File: src/rtl/keypad_scan_ctrl_pkg.sv
// keypad_pkg: shared FSM state and frame-result types plus key-code width helper.
package keypad_pkg;

    typedef enum logic [1:0] {IDLE, DEB_PRESS, PRESSED, DEB_RELEASE} kp_state_t;
    typedef enum logic [1:0] {NONE, ONE, MULTI} frame_res_t;

    function automatic int code_width(input int rows, input int cols);
        return $clog2(rows * cols);
    endfunction

endpackage

File: src/rtl/keypad_scan_ctrl_tick_gen.sv
// scan_tick_gen: prescaler emitting a one-cycle tick every P clocks.
module scan_tick_gen #(
    parameter int P = 4
) (
    input  logic clk,
    input  logic btnres,
    output logic o_tick
);

    localparam int W = $clog2(P);

    logic [W-1:0] r_cnt;

    assign o_tick = (r_cnt == W'(P - 1));

    always_ff @(posedge clk) begin
        if (!btnres)
            r_cnt <= '0;
        else
            r_cnt <= o_tick ? '0 : r_cnt + W'(1);
    end

endmodule

File: src/rtl/keypad_scan_ctrl.sv
// keypad_scan_ctrl: row-scanning keypad controller with frame debounce and n-key lockout.
// Define KEYPAD_AUTOREPEAT_EN to re-strobe a held key after REPEAT_DELAY, then every REPEAT_RATE frames.
module keypad_scan_ctrl
    import keypad_pkg::*;
#(
    parameter int ROWS            = 4,
    parameter int COLS            = 4,
    parameter int CLK_HZ          = 50000000,
    parameter int SCAN_HZ         = 1000,
    parameter int DEBOUNCE_FRAMES = 4,
    parameter int REPEAT_DELAY    = 250,
    parameter int REPEAT_RATE     = 50,
    localparam int CW             = code_width(ROWS, COLS)
) (
    input  logic            clk,
    input  logic            btnres,
    input  logic [COLS-1:0] col,
    output logic [ROWS-1:0] fil,
    output logic [CW-1:0]   key_code,
    output logic            key_valid,
    output logic            key_held,
    output logic            multi_key
);

    localparam int RW   = $clog2(ROWS);
    localparam int CLW  = $clog2(COLS);
    localparam int CNTW = $clog2(DEBOUNCE_FRAMES + 1);

    logic [COLS-1:0] r_col_s1, r_col_s2;
    logic [RW-1:0]   r_row;
    logic [1:0]      r_hits, w_hits, w_row_hits;
    logic [CW-1:0]   r_first, w_first, r_cand, w_cand_nx;
    logic [CLW-1:0]  w_low_col;
    logic [CNTW-1:0] r_cnt, w_cnt_nx, w_cnt_inc;
    kp_state_t       r_state, w_state_nx;
    frame_res_t      w_res;
    logic            w_tick, w_frame_end, w_accept, w_release, w_repeat;

    scan_tick_gen #(.P(CLK_HZ / SCAN_HZ)) u_tick (
        .clk    (clk),
        .btnres (btnres),
        .o_tick (w_tick)
    );

    assign fil         = ~(ROWS'(1) << r_row);
    assign w_frame_end = w_tick && (r_row == RW'(ROWS - 1));

    // Downward scan leaves the lowest pressed column as the final assignment.
    always_comb begin
        w_row_hits = '0;
        w_low_col  = '0;
        for (int i = COLS - 1; i >= 0; i--)
            if (!r_col_s2[i]) begin
                w_low_col  = CLW'(i);
                w_row_hits = (w_row_hits == 2'd0) ? 2'd1 : 2'd2;
            end
    end

    assign w_hits  = (r_hits == 2'd0) ? w_row_hits : (w_row_hits == 2'd0) ? r_hits : 2'd2;
    assign w_first = (r_hits == 2'd0 && w_row_hits != 2'd0) ?
                     CW'(int'(r_row) * COLS + int'(w_low_col)) : r_first;
    assign w_res   = (w_hits == 2'd0) ? NONE : (w_hits == 2'd1) ? ONE : MULTI;

    always_ff @(posedge clk) begin
        if (!btnres) begin
            r_col_s1 <= '1;
            r_col_s2 <= '1;
            r_row    <= '0;
            r_hits   <= '0;
            r_first  <= '0;
        end else begin
            r_col_s1 <= col;
            r_col_s2 <= r_col_s1;
            if (w_tick) begin
                r_row   <= w_frame_end ? '0 : r_row + RW'(1);
                r_hits  <= w_frame_end ? '0 : w_hits;
                r_first <= w_frame_end ? '0 : w_first;
            end
        end
    end

    assign w_cnt_inc = r_cnt + CNTW'(1);

    always_comb begin
        w_state_nx = r_state;
        w_cnt_nx   = r_cnt;
        w_cand_nx  = r_cand;
        w_accept   = 1'b0;
        w_release  = 1'b0;
        if (w_frame_end)
            case (r_state)
                IDLE:
                    if (w_res == ONE) begin
                        w_cand_nx  = w_first;
                        w_cnt_nx   = CNTW'(1);
                        w_accept   = (DEBOUNCE_FRAMES == 1);
                        w_state_nx = w_accept ? PRESSED : DEB_PRESS;
                    end
                DEB_PRESS:
                    if (w_res == ONE && w_first == r_cand) begin
                        w_cnt_nx   = w_cnt_inc;
                        w_accept   = (w_cnt_inc == CNTW'(DEBOUNCE_FRAMES));
                        w_state_nx = w_accept ? PRESSED : DEB_PRESS;
                    end else if (w_res == ONE) begin
                        w_cand_nx = w_first;
                        w_cnt_nx  = CNTW'(1);
                    end else begin
                        w_state_nx = IDLE;
                        w_cnt_nx   = '0;
                    end
                PRESSED:
                    if (w_res == NONE) begin
                        w_cnt_nx   = CNTW'(1);
                        w_release  = (DEBOUNCE_FRAMES == 1);
                        w_state_nx = w_release ? IDLE : DEB_RELEASE;
                    end
                DEB_RELEASE:
                    if (w_res == NONE) begin
                        w_cnt_nx   = w_cnt_inc;
                        w_release  = (w_cnt_inc == CNTW'(DEBOUNCE_FRAMES));
                        w_state_nx = w_release ? IDLE : DEB_RELEASE;
                    end else
                        w_state_nx = PRESSED;
                default: w_state_nx = IDLE;
            endcase
    end

`ifdef KEYPAD_AUTOREPEAT_EN
    localparam int PW = $clog2((REPEAT_DELAY > REPEAT_RATE ? REPEAT_DELAY : REPEAT_RATE) + 1);

    logic [PW-1:0] r_rep, w_rep_inc;
    logic          r_rep_on, w_held_frame;

    // Only frames that end in PRESSED with a hit count as held time.
    assign w_held_frame = w_frame_end && r_state == PRESSED && w_res != NONE;
    assign w_rep_inc    = r_rep + PW'(1);
    assign w_repeat     = w_held_frame &&
                          w_rep_inc == (r_rep_on ? PW'(REPEAT_RATE) : PW'(REPEAT_DELAY));

    always_ff @(posedge clk) begin
        if (!btnres || w_release || w_accept) begin
            r_rep    <= '0;
            r_rep_on <= 1'b0;
        end else if (w_repeat) begin
            r_rep    <= '0;
            r_rep_on <= 1'b1;
        end else if (w_held_frame)
            r_rep <= w_rep_inc;
    end
`else
    assign w_repeat = 1'b0;
`endif

    always_ff @(posedge clk) begin
        if (!btnres) begin
            r_state   <= IDLE;
            r_cnt     <= '0;
            r_cand    <= '0;
            key_code  <= '0;
            key_valid <= 1'b0;
            key_held  <= 1'b0;
            multi_key <= 1'b0;
        end else begin
            r_state   <= w_state_nx;
            r_cnt     <= w_cnt_nx;
            r_cand    <= w_cand_nx;
            key_valid <= w_accept || w_repeat;
            if (w_accept)
                key_code <= w_cand_nx;
            if (w_accept)
                key_held <= 1'b1;
            else if (w_release)
                key_held <= 1'b0;
            if (w_frame_end)
                multi_key <= (w_res == MULTI);
        end
    end

endmodule

File: config.mk
export PLATFORM = sky130hd
export DESIGN_NAME = keypad_scan_ctrl
export DESIGN_NICKNAME = d
export VERILOG_FILES = /design/src/rtl/keypad_scan_ctrl_pkg.sv /design/src/rtl/keypad_scan_ctrl_tick_gen.sv /design/src/rtl/keypad_scan_ctrl.sv
export SDC_FILE = /design/constraint.sdc
export NUM_CORES = 1
export LEC_CHECK = 0
export ABC_AREA = 1
export CAP_MARGIN = 20
export CORE_ASPECT_RATIO = 1.5
export CORE_UTILIZATION = 63
export CTS_BUF_LIST = sky130_fd_sc_hd__clkbuf_16
export DETAILED_ROUTE_END_ITERATION = 6
export GPL_TIMING_DRIVEN = 0
export PLACE_DENSITY = 0.91
export RECOVER_POWER = 25
export SYNTH_ARGS = -nofsm -noshare
export SYNTH_HDL_FRONTEND = slang
export SYNTH_HIERARCHICAL = 1
export SYNTH_SLANG_ARGS = --single-unit
export TNS_END_PERCENT = 10
File: constraint.sdc
create_clock -name clk -period 4.8 [get_ports clk]
set_input_delay 0.48 -clock clk [delete_from_list [all_inputs] [get_ports clk]]
set_output_delay 0.48 -clock clk [all_outputs]
set_load 0.05 [all_outputs]
Yosys cells after proc, flatten, opt, wreduce, memory -nomap -nowiden
Cells that the tools add are included.
- flip-flop bits (word level): 48
- bits of input ports: 6
- output and inout bits: 11
- word-level logic and storage cells: 95
- add/sub/neg operators: 4
- eq/ne operators: 14
- shift operators: 1
- muxes and demuxes: 45
- bitwise logic cells: 2
- reductions and logical operators: 16
- operator list (kind ; count):
    two-way mux 2 bit ; 23
    two-way mux 4 bit ; 5
    adder 16 x 1 -> 16 bit, second input constant ; 1
    == test 16 bit, second input constant ; 1
    zero test 2 bit ; 8
    two-way mux 3 bit ; 4
    case mux 3 bit (4 select lines) ; 1
    two-way mux 1 bit ; 10
    == test 2 bit, second input constant ; 4
    case mux 2 bit (4 select lines) ; 1
    case mux 4 bit (2 select lines) ; 1
    AND reduction 4 bit ; 2
    == test 2 x 1 -> 1 bit, second input constant ; 3
    inequality test 2 bit, second input constant ; 3
    adder 4 x 2 -> 4 bit ; 1
    == test 4 bit ; 1
    inverter 4 bit ; 1
    nonzero test 2 bit ; 2
    << shifter 1 x 2 -> 4 bit, first input constant ; 1
    adder 3 x 1 -> 3 bit, second input constant ; 1
    == test 3 bit, second input constant ; 1
    logical AND 1 bit ; 3
    inequality test 3 bit, second input constant ; 1
    adder 2 x 1 -> 2 bit, second input constant ; 1
    2 further kinds ; 2

Logic depth before layout (Yosys ltp)
Gate-level depths: netlist (run 1).
- depth after elaboration: 22
- depth in mapped cells: 16

Modules after synthesis
The synthesis (run 1) kept the hierarchy.
- by module, submodules not included (module ; times used ; cells each ; area an instance (µm²) ; seq. area each (µm²)):
    keypad_scan_ctrl ; 1 ; 246 ; 1762.9 ; 640.6
    scan_tick_gen ; 1 ; 129 ; 855.8 ; 320.3

Worst setup path before layout (run 1)
No wires, ideal clock.
- kind: reg-to-reg
- from: reg u_tick.r_cnt[0]
- to: reg, netlist name r_cnt[0]
- arrival: 1.842 ns
- data required time: 4.730 ns
- path slack: 2.889 ns
- stages on the path, launching flop included: 11
- path buffers: 0
- path through: dfxtp_1 > ha_1 > nand3_1 > or2_2 > nor2_1 > nand2_1 > a21oi_1 > o21ai_1 > inv_1 > o21ai_0 > a21oi_1
- RTL lines (item ; line ; text):
    start, declared ; keypad_scan_ctrl_tick_gen.sv:12 ; logic [W-1:0] r_cnt;
    start signal, assigned ; keypad_scan_ctrl_tick_gen.sv:20 ; r_cnt <= o_tick ? '0 : r_cnt + W'(1);

Worst setup path in the final report (run 1)
- from: reg u_tick.r_cnt[0]
- to: reg key_code[0]
- word-level cells in the longest chain between the ends: 3
- elaborated cells between the ends (all ways): 4
- ends and longest elaborated chain (item ; line ; text):
    == test 16 bit (*) ; keypad_scan_ctrl_tick_gen.sv:14 ; assign o_tick = (r_cnt == W'(P - 1));
    named net w_tick ; keypad_scan_ctrl.sv:37 ; logic w_tick, w_frame_end, w_accept, w_release, w_repeat;
    logical AND 1 bit (*) ; keypad_scan_ctrl.sv:46 ; assign w_frame_end = w_tick && (r_row == RW'(ROWS - 1));
    two-way mux 4 bit or two-way mux 1 bit (tied branches) ; keypad_scan_ctrl.sv:90 ; if (w_frame_end)
    end signal, assigned ; keypad_scan_ctrl.sv:169 ; key_code <= w_cand_nx;
    end, declared ; keypad_scan_ctrl.sv:19 ; output logic [CW-1:0] key_code,
Mark *: on every way through the listed nets, which the timed path passes. The rest lies on a longest branch.
A chain may end at the register's enable or synchronous reset.

==> metrics.cfg, run 1 <==
[run_status]
status=finished clean

[power]
vdd_drop_max_mv=0.320
p_leak_nw=1.20
p_total_uw=859
power_density_mw_per_mm2=289

[cts]
clkTransAtPathRegs_ps=60
root_buffer=clkbuf_16
clkSinkCount=48
cts_resized=0
clkLatencyLatePin_ps=280
cts_buffers=5
cts_tree=done
ctsHtreeMaxLevel=2
cts_setup_buffers=0
ctsHoldBuffers=0
clk_path_buf_depth=2

[drt]
first_iter_violations=97
drt_pass1_iterations=4
via_per_inst=5.64
wirelength_mm=5.92
antenna_left=0
wl_per_cell_um=13.4
dr.max_layer_used=met4
dr_wl_met2_mm=3.23
drc=0
met1_length_mm=2.25
vias=2491
route.met3.wl_um=247

[grt]
grt_usage=0.296
grt_max_degree=14
grt_pass1_vias=2335
overflow=0
antenna_found_initial=0
grt_pass1_wl_mm=9.59

[finish]
nets=414
areaGrowthSynthToFinish_pct=13.5
drive_gt1_frac=0.111
diodes=0

[sta]
hold_viol=0
fin_worst_skew_ps=3.79
setup_viol=0
worstMarginPinSlew_ps=513
fmax_mhz=395
period_minus_slack_ps=2530
maxSlewHeadroom=0.657
drv_slew=0
grt_setup_unrepaired=no
setup_tns_ps=0
finalCritPeriodShare=0.528
hold_ws_ps=416

[placement]
place.gp.congestion=0.866
port_buffers=16
dp_hpwl_mm=4.14

[floorplan]
ioPinCount=17
die_y_um=81.0
fp.dieW_um=54.6
rows=28
core_mm2=0.00396
start_util=0.662
die_area_mm2=0.00442

[setup_path]
cp-start-kind=register
cpLargestDelayFamily=simple AND/OR/NAND/NOR gates
reg2reg_slack_ps=2270
worst-path-stages=11
worstPathMaxFanout=8
cp-end-kind=register
worst_path_largest_cell_delay_ps=370
crit_required_ps=4980
cp.arrival_ps=2710
rr_endpoint=key_code[0]
rr_worst_depth=11
cp.buffers_inverters=1
cp_slowest_cell=dfxtp_1
worstSetupPathType=reg2reg
rr_startpoint=u_tick/r_cnt[0]
path_cells=ha_1 -> nand3_1 -> or2_2 -> nor2_1 -> nand2_1 -> inv_1 -> nand2_1 -> nand2_1 -> o21ai_1 -> nor2_1 -> nor2_1

[logic_synthesis]
synth-async-reset-ratio=0
synth_flop_cell=dfxtp_1
synth_cells=375
synth-simple-area-share=0.368
ys_top_cells_by_area=dfxtp_1, nand2_1, inv_1
synth_top_cell_by_area=dfxtp_1
synth_nets=391
netlist_area_mm2=0.00262
post_synth_mux_area_share=0
synth_top_family_by_area=simple AND/OR/NAND/NOR gates
synth_area_per_cell_um2=6.98
synth_edf_count=0
post-synth-top-count-cell=nand2_1
synth_xor_area_frac=0.0167
synth_top_area_share=0.367
ys_top_cells_by_count=nand2_1, dfxtp_1, inv_1
synth_adder_area_share=0.0478
synth_compound_area_frac=0.112
ys_seq_area_frac=0.367
ys.warnings.count=6
ys_ff_latch=48
synth_cell_types=34

[min_path]
hold_path_end=r_col_s2[2]
hold_start=r_col_s1[2]
holdPathStages=1
hold_class=reg2reg

[flow_run]
drv_cap=0

==> worst max-delay path by stage <==
stage,startpoint,to,slack (ps)
2_1_floorplan,u_tick/r_cnt[0],r_cnt[0],2890
3_3_place_gp,u_tick/r_cnt[0],key_code[2],2440
3_5_place_dp,u_tick/r_cnt[0],key_code[2],2410
4_1_cts,u_tick/r_cnt[0],key_code[0],2340
5_1_grt,u_tick/r_cnt[0],key_code[2],2040
6_report,u_tick/r_cnt[0],key_code[0],2270
==> per-stage QoR <==
step / area [µm²] / instances / util / worst slack (ps)
after CTS: 2990 / 442 / 0.755 / 2340
after floorplan: 2620 / 375 / - / 2890
final: 2970 / 442 / 0.751 / 2270
after detailed placement: 2840 / 436 / 0.716 / 2410
after global routing: 2970 / 442 / 0.751 / 2040
after global placement: 2840 / 436 / 0.716 / 2440
==> per-layer routing <==
metal,global-route usage,vias up
li1,-,1242
met1,0.294,1157
met2,0.551,75
met3,0.0599,17
met4,0.138,0
met5,0,-
==> report_power, final <==
part	internal, mW	switching, mW	total (mW)
Clock	0.240	0.140	0.380
Sequential	0.404	0.00342	0.407
Combinational	0.0258	0.0469	0.0727
==> cell usage in the layout (no fill, tap or decap), types with 3 or more instances in the layout <==
master,n
ha_1,10
clkdlybuf4s50_1,15
clkbuf_16,5
xor2_1,3
o21ai_0,12
nor3_1,3
a21oi_1,25
nor2_2,7
nand2_2,7
and2_1,4
inv_1,46
dfxtp_1,48
nor2_1,43
nand3b_1,3
o21ai_1,12
or2_2,10
nand3_1,28
clkbuf_1,3
nand2_1,83
nand4_1,5
inv_2,3
==> cell families after synthesis <==
logic type | after synthesis
simple gates | 202
compound gates | 55
buf+inv | 55
flops | 48
fa+ha+maj | 10
xor+xnor | 5
==> worst reg2reg max path: cells and delay by family, from the launching register on <==
| kind | cells | cell delay (ps) |
|---|---|---|
| buffers and inverters | 1 | 240 |
| adders and majority gates | 1 | 200 |
| and+or+nand+nor | 8 | 1510 |
| DFF | 1 | 370 |
| AOI/OAI and AO/OA | 1 | 90 |
==> registers in the layout (all words and copies together), names as in the netlist <==
register and count:
u_tick/r_cnt 16, key_code 4, r_cand 4, r_col_s1 4, r_col_s2 4, r_first 4
r_cnt 3, r_hits 2, r_row 2, r_state 2, key_held 1, key_valid 1
multi_key 1
==> final cells by class <==
cell class	instances	area (µm²)
Clock buffer	5	125
Inverter	50	188
Buffer	5	33.8
Fill cell	305	987
Tap cell	45	56.3
Timing Repair Buffer	16	160
Multi-Input combinational cell	272	1420
Clock inverter	1	30.0
Sequential cell	48	961
Power figures use the tool's default switching activity.
==> run 2: changes to the inputs <==
Settings changed: CORE_UTILIZATION 63 to 59, PLACE_DENSITY 0.91 to 0.87.
Clock period 4.8 ns to 2.4 ns, I/O delays scaled along.
==> run 2 against run 1 <==
Net effect:
- global-route usage fell by 4.7 points
- clock-buffer cell count did not move
- critical path depth fell by 1
- clock power rose by 110%
- via count fell by 1.6%
- utilization fell by 4.3 points
- flip-flop and latch count did not move
- combinational power rose by 100%
- highest routed layer unchanged
- die area rose by 6.6%
- clock skew rose by 5.5 ps
==> metrics.cfg, run 2 (synthesized netlist as in run 1, its figures left out) <==
[sta]
grt_setup_unrepaired=yes
fmax_mhz=444
worstMarginPinSlew_ps=501
maxSlewHeadroom=0.665
setup_viol=0
drv_slew=0
setup_tns_ps=0
finalCritPeriodShare=0.938
hold_viol=0
period_minus_slack_ps=2250
fin_worst_skew_ps=9.28

[setup_path]
path_cells=ha_1 -> nand3_1 -> or2_2 -> nor2_2 -> nand2_2 -> a21oi_2 -> o21ai_1 -> inv_1 -> o21ai_1 -> a21oi_1
worstPathMaxFanout=8
cp_slowest_cell=dfxtp_1
worstSetupPathType=reg2reg
worst_path_largest_cell_delay_ps=370
critPathMostFrequentCell=o21ai_1
crit_required_ps=2610
cp-end-kind=register
cp.arrival_ps=2460
cp-start-kind=register

[finish]
areaGrowthSynthToFinish_pct=14.8
diodes=0
final_cell_mix=nand2_1, dfxtp_1, inv_1, nor2_1, nand3_1
n_fill_cell=356
drive_gt1_frac=0.128
top_register=u_tick/r_cnt
fin_cells=445
multiInputGateArea_mm2=0.00144
seq_area_um2=961
nets=414
largest_reg_flops=16
final_common_cell=nand2_1

[power]
power_density_mw_per_mm2=580
seqPwrFrac=0.467
swShare=0.228
switching_power_uw=397
p_int_mw=1.35
p_leak_nw=1.20
power_frac_clock=0.449
p_comb_frac=0.084
vdd_drop_max_mv=0.621
p_total_mw=1.74

[cts]
ctsHoldBuffers=0
ctsHtreeMaxLevel=2
clkSinkCount=48
clk_path_buf_depth=2
clkTransAtPathRegs_ps=60
cts_tree=done
root_buffer=clkbuf_16
cts_buffers=5
clkLatencyLatePin_ps=290

[floorplan]
ioPinCount=17
start_util=0.617
die_area_mm2=0.00471
rows=29
core_mm2=0.00425
fp.dieW_um=56.4
die_y_um=83.6

[grt]
antenna_found_initial=0
overflow=0
grt_pass1_wl_mm=9.49
grt_max_degree=15
grt_pass1_vias=2362
grt_usage=0.249

[drt]
drt_pass1_iterations=4
drc=0
first_iter_violations=108
wl_per_cell_um=12.8
antenna_left=0
vias=2452
wirelength_mm=5.68
via_per_inst=5.51

[placement]
port_buffers=16
place.gp.congestion=0.910
dp_hpwl_mm=4.11
dp.cells=437

[run_status]
status=finished clean

[min_path]
hold_class=reg2reg

[flow_run]
drv_cap=0

[run 2: per-stage QoR]
step | cell area [µm²] | util | hold WS [ps] | worst slack, ps
2_1_floorplan | 2620 | - | 347 | 489
3_3_place_gp | 2840 | 0.668 | 394 | 40.4
3_5_place_dp | 2840 | 0.668 | 403 | 28.4
4_1_cts | 3000 | 0.707 | 418 | 10.7
5_1_grt | 3010 | 0.708 | 436 | -16.9
6_report | 3010 | 0.708 | 417 | 148
[run 2: worst max-delay path: cells and delay by family, from the launching register on]
kind                     cells  cell delay, ps
flip-flops                   1             370
AND/OR/NAND/NOR              4             900
buffers and inverters        1             140
adder cells (fa/ha/maj)      1             200
AO/OA/AOI/OAI                4             560
[run 2: repair_timing]
item                       in CTS  in global routing
setup endpoints to repair       0                 19
gates resized for setup         0                  7
setup buffers                   0                  0
[run 2: layout make-up]
type | instances | area share
Inverter | 50 | 0.0624
Timing Repair Buffer | 16 | 0.0533
Clock inverter | 3 | 0.0129
Sequential cell | 48 | 0.320
Buffer | 5 | 0.0112
Tap cell | 46 | 0.0192
Multi-Input combinational cell | 272 | 0.480
Clock buffer | 5 | 0.0416
[run 2: power by group through the flow]
stage                     clock (mW)  sequential [mW]  combinational, mW
after floorplan                    0            0.830              0.109
after global placement             0            0.831              0.140
after detailed placement           0            0.832              0.144
after CTS                      0.786            0.814              0.145
after global routing           0.816            0.815              0.162
final                          0.783            0.814              0.146
[run 2: worst paths after layout]
path	cells after the start	slack, ps	start	end
min	1	420	r_col_s1[2]	r_col_s2[2]
max	10	150	u_tick/r_cnt[0]	r_cnt[1]
max reg2reg	10	150	u_tick/r_cnt[0]	r_cnt[1]
min reg2reg	1	420	r_col_s1[2]	r_col_s2[2]
[run 2: routing by layer]
metal / GRT usage / share of wire
met1: 0.254 / 0.41
met2: 0.479 / 0.53
met3: 0.0450 / 0.035
met4: 0.106 / 0.032
met5: 0 / 0
